**src/rtl/cpu_pkg.sv**
```systemverilog
// Shared CPU datapath definitions: access-size encodings, memory-stage
// state encoding and byte-lane helpers used by the load/store path.
package cpu_pkg;

    localparam logic [1:0] SZ_BYTE = 2'b00;
    localparam logic [1:0] SZ_HALF = 2'b01;
    localparam logic [1:0] SZ_WORD = 2'b10;

    typedef enum logic [1:0] {
        ST_IDLE = 2'd0,
        ST_BUSY = 2'd1,
        ST_DONE = 2'd2
    } mau_state_t;

    function automatic logic is_misaligned(
        input logic [1:0] size,
        input logic [1:0] a
    );
        logic r;
        r = 1'b0;
        unique case (size)
            SZ_BYTE: r = 1'b0;
            SZ_HALF: r = a[0];
            default: r = |a;
        endcase
        return r;
    endfunction

    function automatic logic [3:0] lane_strobe(
        input logic [1:0] size,
        input logic [1:0] a
    );
        logic [3:0] s;
        s = 4'hF;
        unique case (size)
            SZ_BYTE: s = 4'b0001 << a;
            SZ_HALF: s = 4'b0011 << a;
            default: s = 4'hF;
        endcase
        return s;
    endfunction

    function automatic logic [31:0] lane_wdata(
        input logic [1:0]  size,
        input logic [31:0] d
    );
        logic [31:0] w;
        w = d;
        unique case (size)
            SZ_BYTE: w = {4{d[7:0]}};
            SZ_HALF: w = {2{d[15:0]}};
            default: w = d;
        endcase
        return w;
    endfunction

endpackage

```
**src/rtl/load_align.sv**
```systemverilog
// Load data lane select with sign/zero extension; purely combinational
// so it can also sit on the instruction-fetch byte path.
module load_align
    import cpu_pkg::*;
(
    input  logic [31:0] rdata,
    input  logic [1:0]  a,
    input  logic [1:0]  size,
    input  logic        uns,
    output logic [31:0] result
);

    logic [31:0] lane;

    always_comb begin
        lane   = rdata >> {a, 3'b000};
        result = lane;
        unique case (size)
            SZ_BYTE: result = {{24{~uns & lane[7]}}, lane[7:0]};
            SZ_HALF: result = {{16{~uns & lane[15]}}, lane[15:0]};
            default: result = lane;
        endcase
    end

endmodule

```
**src/rtl/mem_access_unit.sv**
```systemverilog
// Memory-stage load/store unit: one outstanding req/ack access to data
// memory, store lane steering, load alignment and pipeline stall.
module mem_access_unit
    import cpu_pkg::*;
#(
    parameter int ADDR_W = 32
) (
    input  logic              clk,
    input  logic              rst,
    input  logic              ex_valid,
    input  logic              ex_mem_read,
    input  logic              ex_mem_write,
    input  logic [ADDR_W-1:0] ex_addr,
    input  logic [31:0]       ex_wdata,
    input  logic [1:0]        ex_size,
    input  logic              ex_unsigned,
    output logic              stall,
    output logic              mem_req,
    output logic              mem_we,
    output logic [ADDR_W-1:0] mem_addr,
    output logic [31:0]       mem_wdata,
    output logic [3:0]        mem_wstrb,
    input  logic              mem_ack,
    input  logic [31:0]       mem_rdata,
    output logic              wb_valid,
    output logic              data_read,
    output logic [31:0]       data_result,
    output logic              misalign_err
);

    mau_state_t  state, state_nx;
    logic        accept;
    logic        mis;
    logic        op_read;
    logic        err_q;
    logic [1:0]  a_q;
    logic [1:0]  size_q;
    logic        uns_q;
    logic [31:0] aligned;

    assign accept = (state == ST_IDLE) & ex_valid
                  & (ex_mem_read | ex_mem_write);
    assign mis    = is_misaligned(ex_size, ex_addr[1:0]);

    load_align u_align (
        .rdata  (mem_rdata),
        .a      (a_q),
        .size   (size_q),
        .uns    (uns_q),
        .result (aligned)
    );

    always_comb begin
        state_nx = state;
        unique case (state)
            ST_IDLE: if (accept) state_nx = mis ? ST_DONE : ST_BUSY;
            ST_BUSY: if (mem_ack) state_nx = ST_DONE;
            ST_DONE: state_nx = ST_IDLE;
            default: state_nx = ST_IDLE;
        endcase
    end

    always_ff @(posedge clk) begin
        if (rst) begin
            state       <= ST_IDLE;
            op_read     <= 1'b0;
            err_q       <= 1'b0;
            a_q         <= '0;
            size_q      <= '0;
            uns_q       <= 1'b0;
            mem_we      <= 1'b0;
            mem_addr    <= '0;
            mem_wdata   <= '0;
            mem_wstrb   <= '0;
            data_result <= '0;
        end else begin
            state <= state_nx;
            if (accept) begin
                op_read <= ex_mem_read;
                err_q   <= mis;
                a_q     <= ex_addr[1:0];
                size_q  <= ex_size;
                uns_q   <= ex_unsigned;
                // A misaligned access never reaches memory; keep the bus quiet
                if (mis) begin
                    data_result <= '0;
                    mem_we      <= 1'b0;
                    mem_wdata   <= '0;
                    mem_wstrb   <= '0;
                end else begin
                    mem_we    <= ~ex_mem_read;
                    mem_addr  <= {ex_addr[ADDR_W-1:2], 2'b00};
                    mem_wdata <= ex_mem_read ? 32'h0
                               : lane_wdata(ex_size, ex_wdata);
                    mem_wstrb <= ex_mem_read ? 4'h0
                               : lane_strobe(ex_size, ex_addr[1:0]);
                end
            end
            if ((state == ST_BUSY) && mem_ack && op_read)
                data_result <= aligned;
        end
    end

    assign mem_req      = (state == ST_BUSY);
    assign stall        = accept | (state == ST_BUSY);
    assign wb_valid     = (state == ST_DONE);
    assign data_read    = (state == ST_DONE) & op_read & ~err_q;
    assign misalign_err = (state == ST_DONE) & err_q;

endmodule

```
**config.mk**
```make
export PLATFORM = sky130hd
export DESIGN_NAME = mem_access_unit
export DESIGN_NICKNAME = d
export VERILOG_FILES = /design/src/rtl/cpu_pkg.sv /design/src/rtl/load_align.sv /design/src/rtl/mem_access_unit.sv
export SDC_FILE = /design/constraint.sdc
export NUM_CORES = 1
export LEC_CHECK = 0
export ABC_AREA = 1
export BUFFER_PORTS_ARGS = -buffer_cell sky130_fd_sc_hd__buf_2
export CAP_MARGIN = 15
export CORE_UTILIZATION = 40
export CTS_CLUSTER_DIAMETER = 60
export DETAILED_ROUTE_END_ITERATION = 16
export PLACE_DENSITY_LB_ADDON = 0.3
export SKIP_CTS_REPAIR_TIMING = 1
export SLEW_MARGIN = 20
export SYNTH_ARGS = -nofsm -noshare
export SYNTH_HDL_FRONTEND = slang
export SYNTH_SLANG_ARGS = --single-unit
```
**constraint.sdc**
```tcl
create_clock -name clk -period 3.8 [get_ports clk]
set_input_delay 0.38 -clock clk [delete_from_list [all_inputs] [get_ports clk]]
set_output_delay 0.38 -clock clk [all_outputs]
set_load 0.02 [all_outputs]
```
==> impl_results.md <==
* CP endpoint kind: flip-flop
* Worst Hold Class: in -> reg
* Cts bufs inserted at 9
* Via/cell ratio at ~5
* Detail Placement HPWL at between 10 and 15 mm
* WL met2 at ~6.7 mm
* Initial Util at between 40% and 50%
* Post-Synthesis Cell Area at around 4900 um2
* Core ar. at roughly 12,000 um2
* Status: finished clean
* Share of cells above drive strength 1 at a little over a quarter
* Design area at between 6000 and 7000 um2
* Mapped Avg Cell Area at approximately 6.7 um2
* Clk buf depth at 2
* Layout Nets at 1,013
* Flop-to-flop setup slack at 1.48 ns
* Critical Path RT at approximately 4.0 ns
* Crit path launch type: flip-flop
* Largest net degree at the start of global routing at 109
* Tot GR Track Use at around 22%
* Gr ovfl total at 0
* Initial antenna violation count at 0
* Placement row count at 40
* Count of cell types in the netlist at 26
* Worst skew pair latency at 0.35 ns
* Setup Viol. Count Final at 0
* Worst hold endpoint: mem_addr[19]$_SDFFE_PP0P_
* Max-cap violation count at 0
* CP arrival at between 2 and 3 ns
* Met1 wire length at 6.33 mm
* Static Leak at 2.98 nW
* Antenna Cells at 0
* I/O Buffers at 208
* Pre-antenna DRT Iters at 5
* RSZ-0062 raised after global routing: false
* Worst r2r path cells at 7
* Seq. cell area at about 2200 um2
* Min Tclk post-route at approximately 2.3 ns
* Yosys warning count at 0
* Total Wirelength at ~14 mm
* Antenna violation net count after detailed routing at 0
* CP Class: reg -> reg
* Io pins at 211
* Detailed-route DRC error count at 0
* Die Ht at approximately 110 um
* GPL Wtd Cong at about 0.85
* Setup TNS at 0 ns
* Area delta synth->final at 27.7%
* Clock skew at 0.0129 ns
* Final hold vios at 0
* Seq/Total Area, Yosys at around 44%
* DP Area at a little under 6000 um2
* Worst-path fanout max at 25
* Worst-Margin Slew at approximately 0.90 ns
* Fillers at ~1,300
* Clock sinks at 108
* Max Fclk at 432 MHz
* CTS root buffer: clkbuf_16
* Flop and latch count out of synthesis at 108
* FF-to-FF End: data_result[26]$_SDFFE_PP0P_
* Max-slew violation count at 0
* Wire length per cell at ~14 um
* Multi-input logic area at between 2000 and 2500 um2
* Peak VDD IR at roughly 0.25 mV
* First-pass GRT wire length at 22.8 mm
* H-tree Lvls at 3
* Pwr Density at ~430 nW/um2
* Die width at 113 um
* Initial detailed-routing violation count at between 400 and 500
* Met3 wire length at about 1.2 mm
* Slew margin rel. at around 40%
* Reg clk slew, reported paths at roughly 0.08 ns
* WHS Path Cells at 3
* Vias at about 5,400
* R2r startpoint: a_q[0]$_SDFFE_PP0P_
* Hold Startpoint: ex_addr[19]
* DR top layer: met4
* CTS tree: yes
* Synth Instances at approximately 740
* Vias in the first global route at 4,764
* Crit share post-route at a little over 60%
* Die footprint at about 13,000 um2
## worst max-delay path by stage
stage / startpoint / end / slack (ns) / cells past startpoint
5_1_grt: a_q[0]$_SDFFE_PP0P_ / data_result[22]$_SDFFE_PP0P_ / 1.17 / 7
4_1_cts: state[1]$_SDFFE_PP0P_ / mem_addr[29]$_SDFFE_PP0P_ / 1.47 / 7
3_3_place_gp: ex_size[1] / mem_addr[31]$_SDFFE_PP0P_ / 1.46 / 9
2_1_floorplan: state[1]$_SDFFE_PP0P_ / data_read / 2.15 / 4
6_report: a_q[0]$_SDFFE_PP0P_ / data_result[26]$_SDFFE_PP0P_ / 1.48 / 7
3_5_place_dp: ex_size[1] / mem_addr[29]$_SDFFE_PP0P_ / 1.38 / 9
## metal layers
metal / GRT usage, % / vias to the layer above
met5: 0 / -
met1: 28.6 / 2444
met4: 7.89 / 0
met2: 36.1 / 207
li1: - / 2738
met3: 6.05 / 25
## synthesized netlist by cell type
master	instances	share of area, %
nand2_1	275	21
a21oi_1	117	12
dfxtp_1	108	44
nand3_1	68	6.9
nor2_1	50	3.8
clkbuf_1	23	1.7
buf_2	22	2.2
inv_1	18	1.4
o21ai_0	9	0.91
o211ai_1	7	1.1
a211oi_1	6	0.91
buf_4	6	0.91
buf_1	5	0.38
nor3_1	5	0.51
inv_2	2	0.15
nand3_2	2	0.41
nand4_1	2	0.25
nor2_2	2	0.25
o22ai_1	2	0.25
or2_2	2	0.25
a21boi_0	1	0.15
clkinv_1	1	0.076
conb_1	1	0.076
nand2_2	1	0.13
nand3_4	1	0.35
nor3_4	1	0.33
## cell usage in the layout, fill, tap and decap left out, types with 2 or more instances in the layout
master	Yosys	layout
a211oi_1	6	6
a21oi_1	117	117
buf_2	22	207
buf_4	6	7
bufinv_16	0	2
clkbuf_16	0	9
clkinv_4	0	3
conb_1	1	2
dfxtp_1	108	108
inv_1	18	18
inv_2	2	2
nand2_1	275	274
nand2_2	1	2
nand3_1	68	68
nand3_2	2	2
nand4_1	2	2
nor2_1	50	50
nor2_2	2	2
nor3_1	5	5
o211ai_1	7	7
o21ai_0	9	9
o22ai_1	2	2
or2_2	2	2
## sequential cells by signal, summed over array words and instances, names as in the netlist, 2 cells and up
signal and flops:
mem_wdata 32, data_result 32, size_q 2, a_q 2, mem_wstrb 4, state 2
mem_addr 30
## power by group
group | switching, W | internal (W) | total [W] | leakage [nW]
Combinational | 0.000298 | 0.000148 | 0.000446 | 1.94
Sequential | 0.0000323 | 0.00117 | 0.00120 | 0.876
Clock | 0.000450 | 0.000590 | 0.00104 | 0.163
## area by class of cell
class,count,area share (%)
Multi-Input combinational cell,553,38.7
Sequential cell,108,34.3
Timing Repair Buffer,215,17.5
Clock buffer,9,3.57
Tap cell,147,2.92
Clock inverter,7,1.77
Inverter,21,1.25
## critical path, stage by stage, from the launching register on
cell and delay, ns:
dfxtp_1 0.85, inv_1 0.32, nand2_1 0.16, nand3_1 0.11
nand3_2 0.19, nand3_2 0.30, nand2_1 0.16, a21oi_1 0.07
## cells by family after synthesis
kind of cell	after synthesis	share of synthesized area, %
AND/OR/NAND/NOR	409	34.1
AO/OA/AOI/OAI	142	15.2
flip-flops	108	43.8
buffers and inverters	77	6.87
other	1	0.0760
## per-stage QoR
step / hold slack (ns) / total power, W / setup slack [ns] / utilization (%) / cells
4_1_cts: 0.251 / 0.00272 / 1.47 / 52.4 / 1060
3_5_place_dp: 0.450 / 0.00167 / 1.38 / 49.6 / 1044
3_3_place_gp: 0.445 / 0.00167 / 1.46 / 49.6 / 1044
5_1_grt: 0.259 / 0.00282 / 1.17 / 52.5 / 1060
2_1_floorplan: 0.456 / 0.00152 / 2.15 / - / 738
6_report: 0.268 / 0.00269 / 1.48 / 52.5 / 1060
Note: power is estimated with default switching activity, not from simulation.
